--- src/rtl/if_prefetch_stage_if.sv ---
// Instruction-memory request/response bus for the fetch stage.
// The fetch stage is the master; the memory is the slave.
interface if_prefetch_stage_if #(
  parameter int WIDTH = 32
) ();
  logic             imem_req;
  logic [WIDTH-1:0] imem_addr;
  logic             imem_ready;
  logic             imem_rvalid;
  logic [WIDTH-1:0] imem_rdata;

  modport master (
    output imem_req,
    output imem_addr,
    input  imem_ready,
    input  imem_rvalid,
    input  imem_rdata
  );

  modport slave (
    input  imem_req,
    input  imem_addr,
    output imem_ready,
    output imem_rvalid,
    output imem_rdata
  );
endinterface

--- src/rtl/if_prefetch_stage.sv ---
// Instruction fetch: PC generator, single-outstanding imem FSM
// and a DEPTH-entry prefetch queue feeding the IF/ID register.
module if_prefetch_stage #(
  parameter int               WIDTH    = 32,
  parameter int               DEPTH    = 4,
  parameter logic [WIDTH-1:0] RESET_PC = '0
) (
  input  logic                clk,
  input  logic                reset,
  input  logic                Haz_Det,
  input  logic                brTaken,
  input  logic [WIDTH-1:0]    brPC,
  input  logic [WIDTH-1:0]    brOffset,
  if_prefetch_stage_if.master imem,
  output logic [WIDTH-1:0]    PC,
  output logic [WIDTH-1:0]    instruction,
  output logic                if_valid
);

  localparam int AW = $clog2(DEPTH);
  localparam int CW = AW + 1;

  typedef enum logic [1:0] {
    IDLE,
    WAIT,
    DRAIN
  } state_e;

  state_e           state_q, state_d;
  logic [WIDTH-1:0] fetch_pc_q, fetch_pc_d;
  logic [WIDTH-1:0] pend_pc_q, pend_pc_d;
  logic [AW-1:0]    rd_ptr_q, rd_ptr_d;
  logic [AW-1:0]    wr_ptr_q, wr_ptr_d;
  logic [CW-1:0]    count_q, count_d;
  logic [WIDTH-1:0] hold_pc_q, hold_pc_d;
  logic [WIDTH-1:0] hold_ins_q, hold_ins_d;

  logic [WIDTH-1:0] pc_mem_q  [DEPTH];
  logic [WIDTH-1:0] ins_mem_q [DEPTH];

  logic             push;
  logic             pop;
  logic             accept;
  logic [WIDTH-1:0] br_target;

  assign br_target = brPC + (brOffset << 2);

  assign if_valid = (count_q != '0);
  assign pop      = if_valid && !Haz_Det && !brTaken;
  assign push     = (state_q == WAIT) && imem.imem_rvalid && !brTaken;

  // One request in flight at a time, so a free slot now stays free.
  assign imem.imem_req  = (state_q == IDLE) && !brTaken && !reset &&
                          (count_q < CW'(DEPTH));
  assign imem.imem_addr = fetch_pc_q;
  assign accept         = imem.imem_req && imem.imem_ready;

  assign PC          = if_valid ? pc_mem_q[rd_ptr_q]  : hold_pc_q;
  assign instruction = if_valid ? ins_mem_q[rd_ptr_q] : hold_ins_q;

  always_comb begin
    state_d    = state_q;
    fetch_pc_d = fetch_pc_q;
    pend_pc_d  = pend_pc_q;
    unique case (state_q)
      IDLE: begin
        if (accept) begin
          pend_pc_d  = fetch_pc_q;
          fetch_pc_d = fetch_pc_q + WIDTH'(4);
          state_d    = WAIT;
        end
      end
      WAIT: begin
        if (imem.imem_rvalid) begin
          state_d = IDLE;
        end else if (brTaken) begin
          state_d = DRAIN;
        end
      end
      DRAIN: begin
        if (imem.imem_rvalid) begin
          state_d = IDLE;
        end
      end
      default: state_d = IDLE;
    endcase
    if (brTaken) begin
      fetch_pc_d = br_target;
    end
  end

  always_comb begin
    rd_ptr_d   = rd_ptr_q;
    wr_ptr_d   = wr_ptr_q;
    count_d    = count_q;
    hold_pc_d  = PC;
    hold_ins_d = instruction;
    if (brTaken) begin
      rd_ptr_d = '0;
      wr_ptr_d = '0;
      count_d  = '0;
    end else begin
      if (push) begin
        wr_ptr_d = wr_ptr_q + AW'(1);
      end
      if (pop) begin
        rd_ptr_d = rd_ptr_q + AW'(1);
      end
      count_d = count_q + CW'(push) - CW'(pop);
    end
  end

  always_ff @(posedge clk) begin
    if (reset) begin
      state_q    <= IDLE;
      fetch_pc_q <= RESET_PC;
      pend_pc_q  <= '0;
      rd_ptr_q   <= '0;
      wr_ptr_q   <= '0;
      count_q    <= '0;
      hold_pc_q  <= '0;
      hold_ins_q <= '0;
    end else begin
      state_q    <= state_d;
      fetch_pc_q <= fetch_pc_d;
      pend_pc_q  <= pend_pc_d;
      rd_ptr_q   <= rd_ptr_d;
      wr_ptr_q   <= wr_ptr_d;
      count_q    <= count_d;
      hold_pc_q  <= hold_pc_d;
      hold_ins_q <= hold_ins_d;
    end
  end

  always_ff @(posedge clk) begin
    if (push && !reset) begin
      pc_mem_q[wr_ptr_q]  <= pend_pc_q;
      ins_mem_q[wr_ptr_q] <= imem.imem_rdata;
    end
  end

endmodule
--- src/flat_wrapper.sv ---
// flat-port wrapper written by rule: the top's interface ports become plain ports
module if_prefetch_stage_flat 
#(
  parameter int               WIDTH    = 32,
  parameter int               DEPTH    = 4,
  parameter logic [WIDTH-1:0] RESET_PC = '0
)
  (clk, reset, Haz_Det, brTaken, brPC, brOffset, PC, instruction, if_valid, imem_imem_req, imem_imem_addr, imem_imem_ready, imem_imem_rvalid, imem_imem_rdata);
  if_prefetch_stage_if #(.WIDTH(WIDTH)) imem_i ();
  input  logic clk;
  input  logic reset;
  input  logic Haz_Det;
  input  logic brTaken;
  input  logic [WIDTH-1:0] brPC;
  input  logic [WIDTH-1:0] brOffset;
  output logic [WIDTH-1:0] PC;
  output logic [WIDTH-1:0] instruction;
  output logic if_valid;
  output wire logic [$bits(imem_i.imem_req)-1:0] imem_imem_req;
  output wire logic [$bits(imem_i.imem_addr)-1:0] imem_imem_addr;
  input wire logic [$bits(imem_i.imem_ready)-1:0] imem_imem_ready;
  input wire logic [$bits(imem_i.imem_rvalid)-1:0] imem_imem_rvalid;
  input wire logic [$bits(imem_i.imem_rdata)-1:0] imem_imem_rdata;
  assign imem_imem_req = imem_i.imem_req;
  assign imem_imem_addr = imem_i.imem_addr;
  assign imem_i.imem_ready = imem_imem_ready;
  assign imem_i.imem_rvalid = imem_imem_rvalid;
  assign imem_i.imem_rdata = imem_imem_rdata;
  if_prefetch_stage #(.WIDTH(WIDTH), .DEPTH(DEPTH), .RESET_PC(RESET_PC)) u_core (.clk(clk), .reset(reset), .Haz_Det(Haz_Det), .brTaken(brTaken), .brPC(brPC), .brOffset(brOffset), .imem(imem_i), .PC(PC), .instruction(instruction), .if_valid(if_valid));
endmodule
--- config.mk ---
export PLATFORM = sky130hd
export DESIGN_NAME = if_prefetch_stage_flat
export DESIGN_NICKNAME = d
export VERILOG_FILES = /design/src/rtl/if_prefetch_stage_if.sv /design/src/rtl/if_prefetch_stage.sv /design/src/flat_wrapper.sv
export SDC_FILE = /design/constraint.sdc
export NUM_CORES = 1
export LEC_CHECK = 0
export ABC_CLOCK_PERIOD_IN_PS = 3030
export CORE_MARGIN = 3
export CORE_UTILIZATION = 50
export DETAILED_ROUTE_END_ITERATION = 6
export MAX_ROUTING_LAYER = met4
export PLACE_DENSITY = 0.77
export SKIP_LAST_GASP = 1
export SYNTH_ARGS = -nofsm -noshare
export SYNTH_HDL_FRONTEND = slang
export SYNTH_SLANG_ARGS = --single-unit
--- constraint.sdc ---
create_clock -name clk -period 3.03 [get_ports clk]
set_input_delay 0.303 -clock clk [delete_from_list [all_inputs] [get_ports clk]]
set_output_delay 0.303 -clock clk [all_outputs]
set_load 0.02 [all_outputs]
---- Word level (Yosys, flattened, before mapping) ----
Memories as Yosys holds them, arrays and structs flattened. A register that Yosys moved wholly into a read port is not among the register bits.
Cells that the tools add are included.
operators by class
  add/sub/neg operators ................... 6
  $lt $le $gt $ge ......................... 1
  muxes and demuxes ....................... 16
  equal/unequal tests ..................... 5
  reductions and logical operators ........ 20
operators by type and width
  cell                                                  count
  two-way mux 32 bit                                    5
  adder 32 x 3 -> 32 bit (second input constant)        1
  adder 32 bit                                          1
  two-way mux 2 bit                                     8
  logical AND 1 bit                                     9
  one-hot mux 2 bit (3 select lines)                    1
  adder 2 x 1 -> 2 bit (second input constant)          2
  AND reduction 2 bit                                   2
  nonzero test 2 bit                                    2
  adder 3 x 1 -> 3 bit                                  1
  logical NOT 1 bit                                     3
  less-than comparator 3 bit (second input constant)    1
  != test 3 bit (second input constant)                 1
  AND reduction 3 bit                                   1
  nonzero test 3 bit                                    1
  subtractor 3 x 1 -> 3 bit                             1
  equality test 2 x 1 -> 1 bit (second input constant)  1
  equality test 2 bit (second input constant)           1
  logical NOT 2 bit                                     1
  two-way mux 1 bit                                     2
  != test 2 x 1 -> 1 bit (second input constant)        1
  != test 2 bit (second input constant)                 1
  OR reduction 2 bit                                    1
word-level totals
  bits of input ports ..................... 102
  bits in registers ....................... 137
  memories ................................ 2
  output and inout port bits .............. 98
  memory bits (writable) .................. 256
  word-level logic and storage cells ...... 58
memories
  memory            words  bits a word  read ports  clocked after Yosys merged registers in  wr ports  RTL line                 RTL
  u_core.ins_mem_q  4      32           1           1                                        1         if_prefetch_stage.sv:39  logic [WIDTH-1:0] ins_mem_q [DEPTH];
  u_core.pc_mem_q   4      32           1           1                                        1         if_prefetch_stage.sv:38  logic [WIDTH-1:0] pc_mem_q [DEPTH];

---- Depth between registers and ports, before layout ----
Gate-level depths: netlist of the first run.
  word-level depth ........................ 8
  depth in mapped cells ................... 10
  gate-level depth less buffers ........... 10

---- Worst setup path before layout of the first run ----
OpenSTA, ideal clock, no wires.
  kind .................................... input to register
  start ................................... input port brTaken
  end ..................................... memory u_core.ins_mem_q[0][0], enable pin
  slack ................................... 0.167 ns
  data required time ...................... 2.601 ns
  arrival time ............................ 2.434 ns
  buffers on the path ..................... 1
  stages .................................. 4
  library setup time ...................... 0.429 ns
  cell sequence ........................... or2_2 > clkbuf_1 > nor2_1 > and2_1
between the ends
  word-level cells in the longest chain between the ends .. 5
RTL lines
  element                                  RTL line                  RTL
  start: declaration                       flat_wrapper.sv:13        input logic brTaken;
  logical NOT 1 bit                        if_prefetch_stage.sv:50   assign push = (state_q == WAIT) && imem.imem_rvalid && !brTaken;
  logical AND 1 bit                        if_prefetch_stage.sv:50
  logical AND 1 bit                        if_prefetch_stage.sv:136  if (push && !reset) begin
  two-way mux 1 bit                        if_prefetch_stage.sv:136
  two-way mux 1 bit (not written as such)  if_prefetch_stage.sv:138  ins_mem_q[wr_ptr_q] <= imem.imem_rdata;
  end: declaration                         if_prefetch_stage.sv:39
No other way between the ends.

==> flow_summary.toml, run 1 <==
[min_path]
min_from = "brTaken"
min_to = "u_core.state_q[1]"
hold_depth = 3
hp-class = "input pin to register"

[cts]
ctsRootBufferMaster = "clkbuf_16"
htreeDepth = 2
cts_tree = "yes"
cts_num_sinks = 395
holdBufCountCts = 0
clockBufferDepth = 3
cts_buffers = 40
clock_latency_ns = 0.52
clk_pin_slew_ns = 0.06

[detailed_routing]
dr.pass1.iters = 5
drt_iter0_markers = 488
vias = 9839
via_per_inst = 5.41
wire_per_inst_um = 18.5
final_antenna_net_count = 0
drcViolationCount = 0
drt-total-wl_mm = 33.7

[floorplanning]
die_area_um2 = 35000
chipWidth_um = 187
core-area_um2 = 32000
initial_core_util = 0.513
dieHeight_um = 187
pin_count = 200
placementRows = 65

[grt]
busiest_layer = "met2"
grt_max_degree = 87
antenna_found_initial = 1
met3_usage = 0.0484
grt_pass1_wl_mm = 53.8
use_met1 = 0.248
overflow = 0
use_met2 = 0.325
grt_pass1_vias = 10200
track_usage = 0.197

[placed_design]
hpwlAfterDp_mm = 21.8
io_buffers = 197
place_inst = 1740
gp_congestion = 0.892

[job]
maxCapViolations = 0

[power]
cellPowerDensity_nw_per_um2 = 565
power_leakage_uw = 0.00696
power.internal_uw = 9020
max-vdd-ir-drop_v = 0.000375
p_comb_frac = 0.079
seqPwrFrac = 0.508
p_sw_uw = 2510
p_total_uw = 11500
p_sw_frac = 0.218
clkPwrFrac = 0.413

[yosys]
synth_area_per_cell_um2 = 14.4
synth_edf_count = 256
synth_fp_nets = 1276
ys_types = 62
synth_top_area_cell = "edfxtp_1"
ys_ff_latch = 395
yosysSeqAreaShare = 0.638
yosysWarningCount = 0
netlist_area_um2 = 16400
netlist_instances = 1136
synthArstFlopShare = 0
synth_area_leaders = "edfxtp_1 (47%), dfxtp_1 (17%), mux4_2 (8.8%)"
ys.flop_type = "edfxtp_1"
synth.top_cell.area_share = 0.469

[worst_setup_path]
r2r-end = "u_core.imem.imem_addr[14]"
worstSetupEndpointType = "output pin"
reg2regPathDepth = 8
critPathArrivalTime_ns = 2.62
crit_type = "register to output pin"
required_ns = 2.73
reg2reg_slack_ns = 0.69
r2r-start = "u_core.state_q[0]"
cp-start-kind = "register"
crit_fanout = 22

[finish]
drive_gt1_frac = 0.178
nets = 1491
areaGrowthSynthToFinish_pct = 24.3
finalNonFillerCells = 1818
layout_commonest_cell = "edfxtp_1"
final_cell_mix = "edfxtp_1 (256), clkdlybuf4s50_1 (195), dfxtp_1 (137), nand2_1 (99), nor2b_1 (69)"

[sta]
setup_tns_ns = 0
finClkSkew_ns = 0.0139
timing.final.crit_share = 0.964
finalSetupViolations = 0
slew-limit-headroom = 0.355
fmax_mhz = 342
period_minus_slack_ns = 2.92
maxSlewViolCount = 0
grt_setup_unrepaired = "no"
hold_viol = 0
worst_slew_pin_slew_ns = 0.968

[run_status]
outcome = "completed"
per-layer routing:
metal | vias to the layer above | wire length, µm
met5 | - | 0
met4 | 0 | 589
met3 | 47 | 2410
met2 | 266 | 16400
met1 | 4810 | 14300
li1 | 4716 | -
kinds of logic (layout without fill, tap and decap cells):
| logic type | after synthesis | after routing | share of synthesized area |
|---|---|---|---|
| DFF | 395 | 395 | 0.638 |
| AOI/OAI and AO/OA | 157 | 157 | 0.0619 |
| xor gates and xnor gates | 55 | 55 | 0.0294 |
| muxes | 131 | 131 | 0.134 |
| other | 0 | 1 | 0 |
| and+or+nand+nor | 291 | 291 | 0.0899 |
| buffers and inverters | 69 | 315 | 0.0171 |
| adders and majority gates | 38 | 38 | 0.0299 |
flip-flops by register name, indices dropped and copies added, names as in the netlist, named ones only:
register               cells
u_core.count_q             3
u_core.hold_ins_q         32
u_core.hold_pc_q          32
u_core.imem.imem_addr     32
u_core.ins_mem_q         128
u_core.pc_mem_q          128
u_core.pend_pc_q          32
u_core.rd_ptr_q            2
u_core.state_q             2
u_core.wr_ptr_q            2
how the worst max path moves through the flow:
| stage | start | endpoint | slack [ns] |
|---|---|---|---|
| 5_1_grt | register | instruction[27] | 0.007 |
| 2_1_floorplan | brTaken | u_core.ins_mem_q[0][0] | 0.17 |
| 6_report | register | instruction[27] | 0.11 |
| 4_1_cts | register | instruction[27] | 0.05 |
| 3_3_place_gp | brPC[2] | u_core.imem.imem_addr[22] | 0.04 |
| 3_5_place_dp | brPC[2] | u_core.imem.imem_addr[22] | -0.003 |
Yosys cell counts (all sizes together) (15+ instances only):
cell	n
a211oi	19
a21oi	67
buf	18
clkbuf	40
dfxtp	139
edfxtp	256
ha	36
mux2	64
mux4	64
nand2	100
nand3	19
nor2	44
nor2b	69
nor3	15
xnor2	31
xor2	24
power by group through the flow:
stage,Sequential [µW],Clock (µW),Combinational [µW]
after floorplan,6000,0,479
after global placement,5960,0,904
after detailed placement,5970,0,910
after CTS,5850,4870,918
final,5850,4760,915
after global routing,5860,5100,1000
worst max-delay path: stages (launching register included):
cell and delay (ns):
dfxtp_4 0.47, buf_12 0.25, mux4_2 0.52, mux2_2 0.29, clkdlybuf4s50_1 0.56
stage by stage:
| step | utilization | hold slack [ns] | area, µm² | setup WS [ns] |
|---|---|---|---|---|
| after floorplan | - | 0.382 | 16400 | 0.167 |
| after global placement | 0.596 | 0.461 | 19100 | 0.0424 |
| after detailed placement | 0.596 | 0.467 | 19100 | -0.00261 |
| after CTS | 0.638 | 0.129 | 20400 | 0.0548 |
| after global routing | 0.638 | 0.184 | 20400 | 0.00727 |
| final | 0.638 | 0.153 | 20400 | 0.110 |
layout make-up:
| cell class | instances | area (µm²) |
|---|---|---|
| Multi-Input combinational cell | 672 | 5670 |
| Tap cell | 435 | 544 |
| Antenna cell | 1 | 2.50 |
| Fill cell | 2377 | 11600 |
| Clock inverter | 21 | 206 |
| Inverter | 11 | 41.3 |
| Sequential cell | 395 | 10500 |
| Timing Repair Buffer | 231 | 2360 |
| Clock buffer | 52 | 1090 |
what timing repair did:
item                       4_1_cts  5_1_grt
setup buffers                    4        0
setup endpoints to repair       25        0
resized for setup                0        0
No activity file was read; power rests on OpenSTA's default activity.
==> run 2, diff against run 1 <==
--- a/config.mk
+++ b/config.mk
@@ -7,10 +7,11 @@
 export LEC_CHECK = 0
 export ABC_CLOCK_PERIOD_IN_PS = 3030
 export CORE_MARGIN = 3
-export CORE_UTILIZATION = 50
+export CORE_UTILIZATION = 52
+export CTS_BUF_LIST = sky130_fd_sc_hd__clkbuf_8
 export DETAILED_ROUTE_END_ITERATION = 6
 export MAX_ROUTING_LAYER = met4
-export PLACE_DENSITY = 0.77
+export PLACE_DENSITY = 0.79
 export SKIP_LAST_GASP = 1
 export SYNTH_ARGS = -nofsm -noshare
 export SYNTH_HDL_FRONTEND = slang
==> flow_summary.toml, run 2 (synthesized netlist as in run 1, its figures left out) <==
[sta]
worst_slew_pin_slew_ns = 0.717
slew-limit-headroom = 0.522
maxSlewViolCount = 0
hold_slack_ns = 0.104
grt_setup_unrepaired = "yes"
finClkSkew_ns = 0.0169
timing.final.crit_share = 0.980
period_minus_slack_ns = 2.97
finalSetupViolations = 0
hold_viol = 0
fmax_mhz = 337
setup_tns_ns = 0

[worst_setup_path]
path_cells = "buf_6 > mux4_2 > mux2_2 > clkdlybuf4s50_1"
critPathSlowestCell = "mux4_2"
crit_type = "register to output pin"
cp-start-kind = "register"
worstSetupEndpointType = "output pin"
required_ns = 2.73
critPathArrivalTime_ns = 2.67
crit_fanout = 14
slowest_delay_ns = 0.54

[detailed_routing]
drt_iter0_markers = 568
dr.pass1.iters = 4
final_antenna_net_count = 0
via_per_inst = 5.45
drcViolationCount = 0
vias = 9872
drt-total-wl_mm = 33.8
wire_per_inst_um = 18.7

[power]
p_sw_frac = 0.226
clkPwrFrac = 0.381
power.internal_uw = 8460
cellPowerDensity_nw_per_um2 = 543
max-vdd-ir-drop_v = 0.000280
power_leakage_uw = 0.00702
p_sw_uw = 2480
p_comb_frac = 0.084
seqPwrFrac = 0.535

[run_status]
outcome = "completed"

[finish]
final_cell_mix = "edfxtp_1 (256), clkdlybuf4s50_1 (192), dfxtp_1 (137), nand2_1 (99), nor2b_1 (69)"
drive_gt1_frac = 0.181
layout_commonest_cell = "edfxtp_1"
reg.largest.list = "u_core.ins_mem_q: 128 flops, u_core.pc_mem_q: 128 flops"
areaGrowthSynthToFinish_pct = 22.9
nets = 1503

[cts]
clk_pin_slew_ns = 0.06
clockBufferDepth = 3
cts_tree = "yes"
postCtsSetupRepairBufs = 0
cts_buffers = 59
clock_latency_ns = 0.58
htreeDepth = 2
ctsRootBufferMaster = "clkbuf_8"
cts_num_sinks = 395

[floorplanning]
die_area_um2 = 33700
dieHeight_um = 184
initial_core_util = 0.532
placementRows = 64
chipWidth_um = 184
pin_count = 200
core-area_um2 = 30800

[grt]
grt_pass1_wl_mm = 54.3
grt_max_degree = 68
grt_pass1_vias = 10400
track_usage = 0.209
antenna_found_initial = 1
overflow = 0

[placed_design]
hpwlAfterDp_mm = 21.2
gp_congestion = 0.895
io_buffers = 197

[min_path]
hp-class = "input pin to register"

[job]
maxCapViolations = 0
## run 2: changes by cell type in the layout (fill, tap and decap cells not counted), moves of 5 or more
cell	change
inv_1	+20
clkbuf_1	-8
buf_4	-6
clkinv_1	+9
buf_12	-5
clkbuf_8	+58
clkbuf_16	-39
## run 2: power by group through the flow
stage / logic [µW] / registers, µW / clock network [µW]
finish: 916 / 5860 / 4170
CTS: 919 / 5850 / 4290
floorplan: 479 / 6000 / 0
detailed placement: 912 / 5970 / 0
global route: 1010 / 5860 / 4540
global placement: 902 / 5960 / 0
## run 2: worst max-delay path: cells and delay by family (launching register included)
| kind | cells | cell delay, ns |
|---|---|---|
| multiplexers | 2 | 0.83 |
| flip-flops | 1 | 0.45 |
| buffers and inverters | 2 | 0.79 |
## run 2: path summary, 6_finish.rpt
path / cells after the start / slack (ns) / from / end
setup / recovery: 4 / 0.06 / register / PC[23]
hold / removal: 3 / 0.10 / brTaken / u_core.state_q[1]
setup reg to reg: 9 / 0.79 / u_core.state_q[0] / u_core.imem.imem_addr[18]
hold reg to reg: 2 / 0.48 / u_core.imem.imem_addr[1] / u_core.pend_pc_q[1]
## run 2: routing by layer
metal | vias up | global-route usage | part of all wire
met1 | 4789 | 0.262 | 0.42
met3 | 37 | 0.0499 | 0.075
li1 | 4761 | - | -
met2 | 285 | 0.347 | 0.49
met4 | 0 | 0.0497 | 0.014
met5 | - | - | 0
## run 2: final cells by class
cell class	instances	area [µm²]
fill	2202	10700
sequential	395	10500
multi-input combinational	672	5670
timing repair buffer	224	2310
clock buffer	62	853
tap	396	495
clock inverter	49	312
inverter	11	41.3
antenna	1	2.50
## run 2: timing repair
action	4_1_cts	5_1_grt
hold buffers	0	0
resized for setup	2	4
setup endpoints to repair	50	57
gates cloned	1	1
## run 2: per-stage QoR
stage / util / worst slack [ns] / std cells / power, µW / area (µm²)
6_report: 0.654 / 0.0592 / 1810 / 10900 / 20200
3_5_place_dp: 0.614 / 0.0231 / 1696 / 6880 / 18900
4_1_cts: 0.653 / -0.0687 / 1808 / 11100 / 20100
3_3_place_gp: 0.614 / 0.0624 / 1696 / 6860 / 18900
5_1_grt: 0.654 / -0.0615 / 1810 / 11400 / 20200
2_1_floorplan: - / 0.167 / 1136 / 6480 / 16400
